## src/rtl/apb_mig_pkg.sv

```systemverilog
// apb_mig_pkg: shared types and constants for the APB to MIG native-UI bridge.
//   - apb_mig_state_e : bridge FSM states
//   - APP_CMD_WRITE / APP_CMD_READ : MIG app_cmd encodings
//   - *_DEF localparams : default widths used by the bridge parameters
//   - apb_addr_t / data_t : default-width APB address and data types
package apb_mig_pkg;

    localparam int APB_ADDR_W_DEF     = 32;
    localparam int APB_DATA_W_DEF     = 32;
    localparam int APP_ADDR_W_DEF     = 28;
    localparam int APP_DATA_W_DEF     = 128;
    localparam int TIMEOUT_CYCLES_DEF = 1024;

    localparam logic [2:0] APP_CMD_WRITE = 3'b000;
    localparam logic [2:0] APP_CMD_READ  = 3'b001;

    typedef enum logic [2:0] {
        IDLE,
        WRITE,
        RD_CMD,
        RD_WAIT,
        RESP
    } apb_mig_state_e;

    typedef logic [APB_ADDR_W_DEF-1:0] apb_addr_t;
    typedef logic [APB_DATA_W_DEF-1:0] data_t;

endpackage

```

## src/rtl/apb_mig_lane_pack.sv

```systemverilog
// apb_mig_lane_pack: combinational lane steering between one APB word and one
// MIG UI word.
//   wdata_i/wstrb_i/wr_lane_i -> wide_data_o (APB word replicated on every lane)
//                                wide_mask_o (all masked except the chosen
//                                lane, which carries ~wstrb_i)
//   wide_rdata_i/rd_lane_i    -> rdata_o (the chosen lane of the UI word)
module apb_mig_lane_pack
    import apb_mig_pkg::*;
#(
    parameter int APB_DATA_W = APB_DATA_W_DEF,
    parameter int APP_DATA_W = APP_DATA_W_DEF,
    parameter int LANE_IDX_W = 2
) (
    input  logic [APB_DATA_W-1:0]   wdata_i,
    input  logic [APB_DATA_W/8-1:0] wstrb_i,
    input  logic [LANE_IDX_W-1:0]   wr_lane_i,
    output logic [APP_DATA_W-1:0]   wide_data_o,
    output logic [APP_DATA_W/8-1:0] wide_mask_o,
    input  logic [APP_DATA_W-1:0]   wide_rdata_i,
    input  logic [LANE_IDX_W-1:0]   rd_lane_i,
    output logic [APB_DATA_W-1:0]   rdata_o
);

    localparam int STRB_W   = APB_DATA_W / 8;
    localparam int LANE_CNT = APP_DATA_W / APB_DATA_W;

    always_comb begin
        wide_data_o = {LANE_CNT{wdata_i}};
        wide_mask_o = '1;
        rdata_o     = '0;
        for (int i = 0; i < LANE_CNT; i++) begin
            if (wr_lane_i == LANE_IDX_W'(i)) begin
                wide_mask_o[i*STRB_W +: STRB_W] = ~wstrb_i;
            end
            if (rd_lane_i == LANE_IDX_W'(i)) begin
                rdata_o = wide_rdata_i[i*APB_DATA_W +: APB_DATA_W];
            end
        end
    end

endmodule

```

## src/rtl/apb_mig_bridge.sv

```systemverilog
// apb_mig_bridge: APB slave turning single APB transfers into MIG native-UI
// command / write-data / read-data handshakes.
//   APB side : pclk_i, preset_i (sync, active-high), paddr_i, pwdata_i,
//              pwrite_i, psel_i, penable_i, pstrb_i -> prdata_o, pready_o,
//              pslverr_o
//   MIG side : app_init_calib_complete_i, app_rdy_i, app_wdf_rdy_i,
//              app_rd_data_i, app_rd_data_valid_i -> app_addr_o, app_cmd_o,
//              app_en_o, app_wdf_data_o, app_wdf_mask_o, app_wdf_wren_o,
//              app_wdf_end_o
// Optional: define APB_MIG_TIMEOUT_EN to bound every UI wait to TIMEOUT_CYCLES
// cycles, after which the transfer ends with pslverr_o=1.
module apb_mig_bridge
    import apb_mig_pkg::*;
#(
    parameter int APB_ADDR_W     = APB_ADDR_W_DEF,
    parameter int APB_DATA_W     = APB_DATA_W_DEF,
    parameter int APP_ADDR_W     = APP_ADDR_W_DEF,
    parameter int APP_DATA_W     = APP_DATA_W_DEF,
    parameter int TIMEOUT_CYCLES = TIMEOUT_CYCLES_DEF
) (
    input  logic                    pclk_i,
    input  logic                    preset_i,
    input  logic [APB_ADDR_W-1:0]   paddr_i,
    input  logic [APB_DATA_W-1:0]   pwdata_i,
    input  logic                    pwrite_i,
    input  logic                    psel_i,
    input  logic                    penable_i,
    input  logic [APB_DATA_W/8-1:0] pstrb_i,
    output logic [APB_DATA_W-1:0]   prdata_o,
    output logic                    pready_o,
    output logic                    pslverr_o,
    input  logic                    app_init_calib_complete_i,
    output logic [APP_ADDR_W-1:0]   app_addr_o,
    output logic [2:0]              app_cmd_o,
    output logic                    app_en_o,
    input  logic                    app_rdy_i,
    output logic [APP_DATA_W-1:0]   app_wdf_data_o,
    output logic [APP_DATA_W/8-1:0] app_wdf_mask_o,
    output logic                    app_wdf_wren_o,
    output logic                    app_wdf_end_o,
    input  logic                    app_wdf_rdy_i,
    input  logic [APP_DATA_W-1:0]   app_rd_data_i,
    input  logic                    app_rd_data_valid_i
);

    localparam int STRB_W     = APB_DATA_W / 8;
    localparam int OFF_W      = $clog2(STRB_W);
    localparam int LANE_CNT   = APP_DATA_W / APB_DATA_W;
    localparam int LANE_W     = $clog2(LANE_CNT);
    localparam int LANE_IDX_W = (LANE_W > 0) ? LANE_W : 1;
    localparam int LOW_W      = OFF_W + LANE_W;
    localparam logic [APP_ADDR_W-1:0] LOW_MASK = APP_ADDR_W'((1 << LOW_W) - 1);

    if ((APB_DATA_W < 8) || ((APB_DATA_W & (APB_DATA_W - 1)) != 0) ||
        ((APP_DATA_W % APB_DATA_W) != 0) || ((LANE_CNT & (LANE_CNT - 1)) != 0) ||
        (APP_ADDR_W > APB_ADDR_W) || (TIMEOUT_CYCLES < 1)) begin : g_param_check
        $error("apb_mig_bridge: illegal parameter combination");
    end

    apb_mig_state_e            state_q, state_d;
    logic                      pready_q, pready_d;
    logic                      pslverr_q, pslverr_d;
    logic [APB_DATA_W-1:0]     prdata_q, prdata_d;
    logic [APP_ADDR_W-1:0]     app_addr_q, app_addr_d;
    logic [2:0]                app_cmd_q, app_cmd_d;
    logic                      app_en_q, app_en_d;
    logic                      wren_q, wren_d;
    logic [APP_DATA_W-1:0]     wdf_data_q, wdf_data_d;
    logic [APP_DATA_W/8-1:0]   wdf_mask_q, wdf_mask_d;
    logic                      cmd_done_q, cmd_done_d;
    logic                      data_done_q, data_done_d;
    logic [LANE_IDX_W-1:0]     rd_lane_q, rd_lane_d;

    logic                      req_err;
    logic [LANE_IDX_W-1:0]     lane;
    logic [APP_DATA_W-1:0]     pack_data;
    logic [APP_DATA_W/8-1:0]   pack_mask;
    logic [APB_DATA_W-1:0]     lane_rdata;

    // Misaligned word, address beyond the UI space, or DRAM not calibrated.
    assign req_err = ((paddr_i & APB_ADDR_W'(STRB_W - 1)) != '0) ||
                     ((paddr_i >> APP_ADDR_W) != '0) ||
                     !app_init_calib_complete_i;

    assign lane = (LANE_W > 0) ? LANE_IDX_W'(paddr_i >> OFF_W) : '0;

    apb_mig_lane_pack #(
        .APB_DATA_W (APB_DATA_W),
        .APP_DATA_W (APP_DATA_W),
        .LANE_IDX_W (LANE_IDX_W)
    ) u_lane_pack (
        .wdata_i      (pwdata_i),
        .wstrb_i      (pstrb_i),
        .wr_lane_i    (lane),
        .wide_data_o  (pack_data),
        .wide_mask_o  (pack_mask),
        .wide_rdata_i (app_rd_data_i),
        .rd_lane_i    (rd_lane_q),
        .rdata_o      (lane_rdata)
    );

`ifdef APB_MIG_TIMEOUT_EN
    localparam int TMO_W = $clog2(TIMEOUT_CYCLES + 1);
    logic [TMO_W-1:0] tmo_q, tmo_d;
`endif

    always_comb begin
        state_d     = state_q;
        pready_d    = 1'b0;
        pslverr_d   = 1'b0;
        prdata_d    = prdata_q;
        app_addr_d  = app_addr_q;
        app_cmd_d   = app_cmd_q;
        app_en_d    = app_en_q;
        wren_d      = wren_q;
        wdf_data_d  = wdf_data_q;
        wdf_mask_d  = wdf_mask_q;
        cmd_done_d  = cmd_done_q;
        data_done_d = data_done_q;
        rd_lane_d   = rd_lane_q;

        unique case (state_q)
            IDLE: begin
                if (psel_i && penable_i) begin
                    if (req_err) begin
                        state_d   = RESP;
                        pready_d  = 1'b1;
                        pslverr_d = 1'b1;
                    end else begin
                        app_addr_d  = paddr_i[APP_ADDR_W-1:0] & ~LOW_MASK;
                        rd_lane_d   = lane;
                        app_en_d    = 1'b1;
                        cmd_done_d  = 1'b0;
                        data_done_d = 1'b0;
                        if (pwrite_i) begin
                            state_d    = WRITE;
                            app_cmd_d  = APP_CMD_WRITE;
                            wren_d     = 1'b1;
                            wdf_data_d = pack_data;
                            wdf_mask_d = pack_mask;
                        end else begin
                            state_d   = RD_CMD;
                            app_cmd_d = APP_CMD_READ;
                        end
                    end
                end
            end
            // Command and data channels complete independently, in any order.
            WRITE: begin
                if (app_en_q && app_rdy_i) begin
                    app_en_d   = 1'b0;
                    cmd_done_d = 1'b1;
                end
                if (wren_q && app_wdf_rdy_i) begin
                    wren_d      = 1'b0;
                    data_done_d = 1'b1;
                end
                if (cmd_done_d && data_done_d) begin
                    state_d  = RESP;
                    pready_d = 1'b1;
                end
            end
            RD_CMD: begin
                if (app_en_q && app_rdy_i) begin
                    app_en_d = 1'b0;
                    state_d  = RD_WAIT;
                end
            end
            RD_WAIT: begin
                if (app_rd_data_valid_i) begin
                    prdata_d = lane_rdata;
                    state_d  = RESP;
                    pready_d = 1'b1;
                end
            end
            RESP: begin
                state_d = IDLE;
            end
            default: begin
                state_d = IDLE;
            end
        endcase

`ifdef APB_MIG_TIMEOUT_EN
        tmo_d = tmo_q;
        if (state_q == IDLE) begin
            tmo_d = '0;
        end else if (state_q == WRITE || state_q == RD_CMD || state_q == RD_WAIT) begin
            tmo_d = tmo_q + 1'b1;
            // A handshake completing on the final allowed cycle still wins.
            if (state_d != RESP && tmo_d == TMO_W'(TIMEOUT_CYCLES)) begin
                state_d   = RESP;
                pready_d  = 1'b1;
                pslverr_d = 1'b1;
                app_en_d  = 1'b0;
                wren_d    = 1'b0;
            end
        end
`endif
    end

    always_ff @(posedge pclk_i) begin
        if (preset_i) begin
            state_q     <= IDLE;
            pready_q    <= 1'b0;
            pslverr_q   <= 1'b0;
            prdata_q    <= '0;
            app_addr_q  <= '0;
            app_cmd_q   <= '0;
            app_en_q    <= 1'b0;
            wren_q      <= 1'b0;
            wdf_data_q  <= '0;
            wdf_mask_q  <= '0;
            cmd_done_q  <= 1'b0;
            data_done_q <= 1'b0;
            rd_lane_q   <= '0;
`ifdef APB_MIG_TIMEOUT_EN
            tmo_q       <= '0;
`endif
        end else begin
            state_q     <= state_d;
            pready_q    <= pready_d;
            pslverr_q   <= pslverr_d;
            prdata_q    <= prdata_d;
            app_addr_q  <= app_addr_d;
            app_cmd_q   <= app_cmd_d;
            app_en_q    <= app_en_d;
            wren_q      <= wren_d;
            wdf_data_q  <= wdf_data_d;
            wdf_mask_q  <= wdf_mask_d;
            cmd_done_q  <= cmd_done_d;
            data_done_q <= data_done_d;
            rd_lane_q   <= rd_lane_d;
`ifdef APB_MIG_TIMEOUT_EN
            tmo_q       <= tmo_d;
`endif
        end
    end

    assign prdata_o       = prdata_q;
    assign pready_o       = pready_q;
    assign pslverr_o      = pslverr_q;
    assign app_addr_o     = app_addr_q;
    assign app_cmd_o      = app_cmd_q;
    assign app_en_o       = app_en_q;
    assign app_wdf_data_o = wdf_data_q;
    assign app_wdf_mask_o = wdf_mask_q;
    assign app_wdf_wren_o = wren_q;
    assign app_wdf_end_o  = wren_q;

endmodule

```

## config.mk

```make
export PLATFORM = sky130hd
export DESIGN_NAME = apb_mig_bridge
export DESIGN_NICKNAME = d
export VERILOG_FILES = /design/src/rtl/apb_mig_pkg.sv /design/src/rtl/apb_mig_lane_pack.sv /design/src/rtl/apb_mig_bridge.sv
export SDC_FILE = /design/constraint.sdc
export NUM_CORES = 1
export LEC_CHECK = 0
export ABC_AREA = 1
export CAP_MARGIN = 15
export CELL_PAD_IN_SITES_DETAIL_PLACEMENT = 0
export CELL_PAD_IN_SITES_GLOBAL_PLACEMENT = 1
export CORE_UTILIZATION = 21
export CTS_CLUSTER_SIZE = 14
export DETAILED_ROUTE_END_ITERATION = 8
export PLACE_DENSITY_LB_ADDON = 0.1
export SLEW_MARGIN = 20
export SYNTH_ARGS = -nofsm -noshare
export SYNTH_HDL_FRONTEND = slang
export SYNTH_SLANG_ARGS = --single-unit
```

## constraint.sdc

```tcl
create_clock -name pclk_i -period 1.27 [get_ports pclk_i]
set_input_delay 0.3175 -clock pclk_i [delete_from_list [all_inputs] [get_ports pclk_i]]
set_output_delay 0.3175 -clock pclk_i [all_outputs]
set_load 0.01 [all_outputs]
```

==> flow_summary.yaml <==
outcome:
  status: "finished with violations"
  violations: "negative setup slack"
setup_path:
  required_ps: 1560
  end_kind: "register"
  crit_fanout: 6
  worst-setup-path-type: "reg2reg"
  start_kind: "register"
  arrival_ps: 1710
worst_hold_path:
  hold_class: "in2reg"
grt:
  first_global_vias: 6901
  grt_overflow: 0
  grt_max_degree: 65
  grt_pass1_wl_um: 40300
  antenna_found_initial: 2
  gr-usage-all-layers_pct: 17.3
sta:
  finalCritPeriodShare_pct: 112
  rsz0062_at_grt: "true"
  finalSetupViolCount: 120
  fmax_mhz: 703
  hold_viol_final: 0
  skew_ps: 10.7
  slew_viol_final: 0
  fin_crit_ps: 1420
  layout_setup_ws_ps: -152
layout:
  layout_commonest_cell: "clkdlybuf4s50_1"
  nets: 1431
  fill_cells: 2982
  final_cells: 1624
  ff_latch_area_sq_mm: 0.00246
  drive_above_1_share_pct: 43.0
  multi_input_area_sq_mm: 0.00315
  finalCoreUtilization_pct: 40.9
  mostFrequentLayoutCells: "clkdlybuf4s50_1, buf_2, nand2_1, buf_6, nand3_1"
  area_delta_synth_final_pct: 91.8
power:
  p_leak_nw: 5.10
  comb_power_share_pct: 28.9
  p_int_mw: 8.85
  p_seq_share_pct: 30.8
  peakVddDrop_mv: 0.847
  p_sw_mw: 3.81
  swShare_pct: 30.1
  clkPwrFrac_pct: 40.4
  power_density_mw_per_mm2: 1080
clocking:
  cts_root_buf: "clkbuf_16"
  cts_tree: "done"
  clkTransAtPathRegs_ps: 60
  clock-sinks: 116
  cts_htree_levels: 4
  hold_buffers: 0
  cts-buffers-inserted: 17
  clockBufferDepth: 2
  clkLatencyLatePin_ps: 420
synthesis:
  avgSynthCellArea_sq_um: 7.18
  yosys_warnings: 0
  yosysSeqAreaShare_pct: 38.0
  syn_area_sq_mm: 0.00612
  syn_inst: 852
  ys_ff_latch: 116
  ys_types: 28
detailed_routing:
  drtIter0Drc: 269
  ant_nets: 0
  vias_per_cell: 4.36
  dr_total_vias: 7075
  drc: 0
  drt-total-wl_um: 28100
  dr.pass1.iters: 4
  wl_per_cell_um: 17.3
placement:
  post-dp-hpwl_um: 18400
  numPortBuffers: 410
  place_inst: 1540
  place_congestion: 0.759
floorplanning:
  die_area_sq_mm: 0.0298
  core_sq_mm: 0.0287
  rows: 62
  die_w_um: 173
  pin_count: 417
  start_util_pct: 21.3
  die_h_um: 173
job:
  max-cap-violations: 0
## metal layers
layer  global-route usage (%)  wire (um)  vias up
li1                         -          -     3539
met4                     4.57        336        2
met1                     19.0      11200     3255
met5                        0         11        -
met2                     31.2      14400      259
met3                     6.44       2180       20
## synthesized netlist by cell type (all sizes together)
cell type / instances / area [sq um]
clkbuf: 30 / 113
conb: 1 / 3.75
nor3: 3 / 37.5
buf: 138 / 996
a31oi: 21 / 131
nor3b: 2 / 15.0
nor2: 71 / 293
nand3: 68 / 345
a21oi: 83 / 415
o21ai: 85 / 425
inv: 25 / 93.8
nand3b: 1 / 7.51
nand2: 158 / 606
nand4: 50 / 313
dfxtp: 116 / 2320
## logic make-up (layout without fill, tap and decap cells)
kind of cell	after synthesis	in the layout	synth area share, %
and+or+nand+nor	353	353	26.4
DFF	116	116	38.0
buffers and inverters	193	575	19.7
other	1	7	0.0613
AOI/OAI and AO/OA	189	189	15.9
## power by group through the flow
stage                     clock (mW)  combinational, mW  sequential (mW)
final                           5.11               3.65             3.89
after global routing            5.43               3.98             3.91
after CTS                       5.25               2.80             3.89
after detailed placement           0               2.78             4.00
after global placement             0               2.82             4.00
after floorplan                    0               1.29             4.02
## through the flow
step                hold slack (ps)  power [mW]  area, sq um  TNS (ps)  worst slack [ps]
finish                          411        12.7        11700    -11120              -152
CTS                             392        11.9        10400     -6060              -113
global route                    405        13.3        11700    -21260              -219
global placement                448        6.82        10200    -67060              -653
floorplan                       439        5.32         6150      -536             -56.9
detailed placement              455        6.79        10200    -71220              -700
## repair_timing
| action | in CTS | in global routing |
|---|---|---|
| buffers inserted | 16 | 19 |
| pin swaps | 19 | 37 |
| cloned | 6 | 15 |
| endpoints found under the setup margin | 316 | 206 |
| gates resized for setup | 944 | 262 |
## flip-flops by register name, indices dropped and copies added, names as in the netlist
name and flops:
pslverr_o 1, app_cmd_o 1, state_q 3, prdata_o 32
app_wdf_end_o 1, pready_o 1, data_done_q 1, app_wdf_mask_o 16
cmd_done_q 1, app_addr_o 24, rd_lane_q 2, app_en_o 1
app_wdf_data_o 32
## path summary, 6_finish.rpt
check | slack (ps) | start | cells past startpoint | end
min | 410 | preset_i | 3 | app_wdf_data_o[126]$_SDFFE_PP0P_
min reg2reg | 460 | data_done_q$_SDFFE_PP0P_ | 2 | data_done_q$_SDFFE_PP0P_
max reg2reg | -150 | state_q[2]$_SDFFE_PP0P_ | 8 | app_wdf_mask_o[10]$_SDFFE_PP0P_
max | -150 | state_q[2]$_SDFFE_PP0P_ | 8 | app_wdf_mask_o[10]$_SDFFE_PP0P_
## layout make-up
cell class	count	share of cell area [%]
Timing Repair Buffer	518	42.0
Multi-Input combinational cell	548	26.8
Sequential cell	116	21.0
Tap cell	384	4.09
Clock buffer	19	3.77
Clock inverter	13	1.48
Inverter	25	0.885
Antenna cell	1	0.0213
## critical path, cell delays in order (launching register included)
cell,delay (ps)
dfxtp_4,350
nor2_4,130
nand2_4,90
nor2_8,160
nand3_4,120
buf_12,170
clkbuf_16,170
nand2_2,60
a21oi_2,40
No activity file was read; power rests on OpenSTA's default activity.
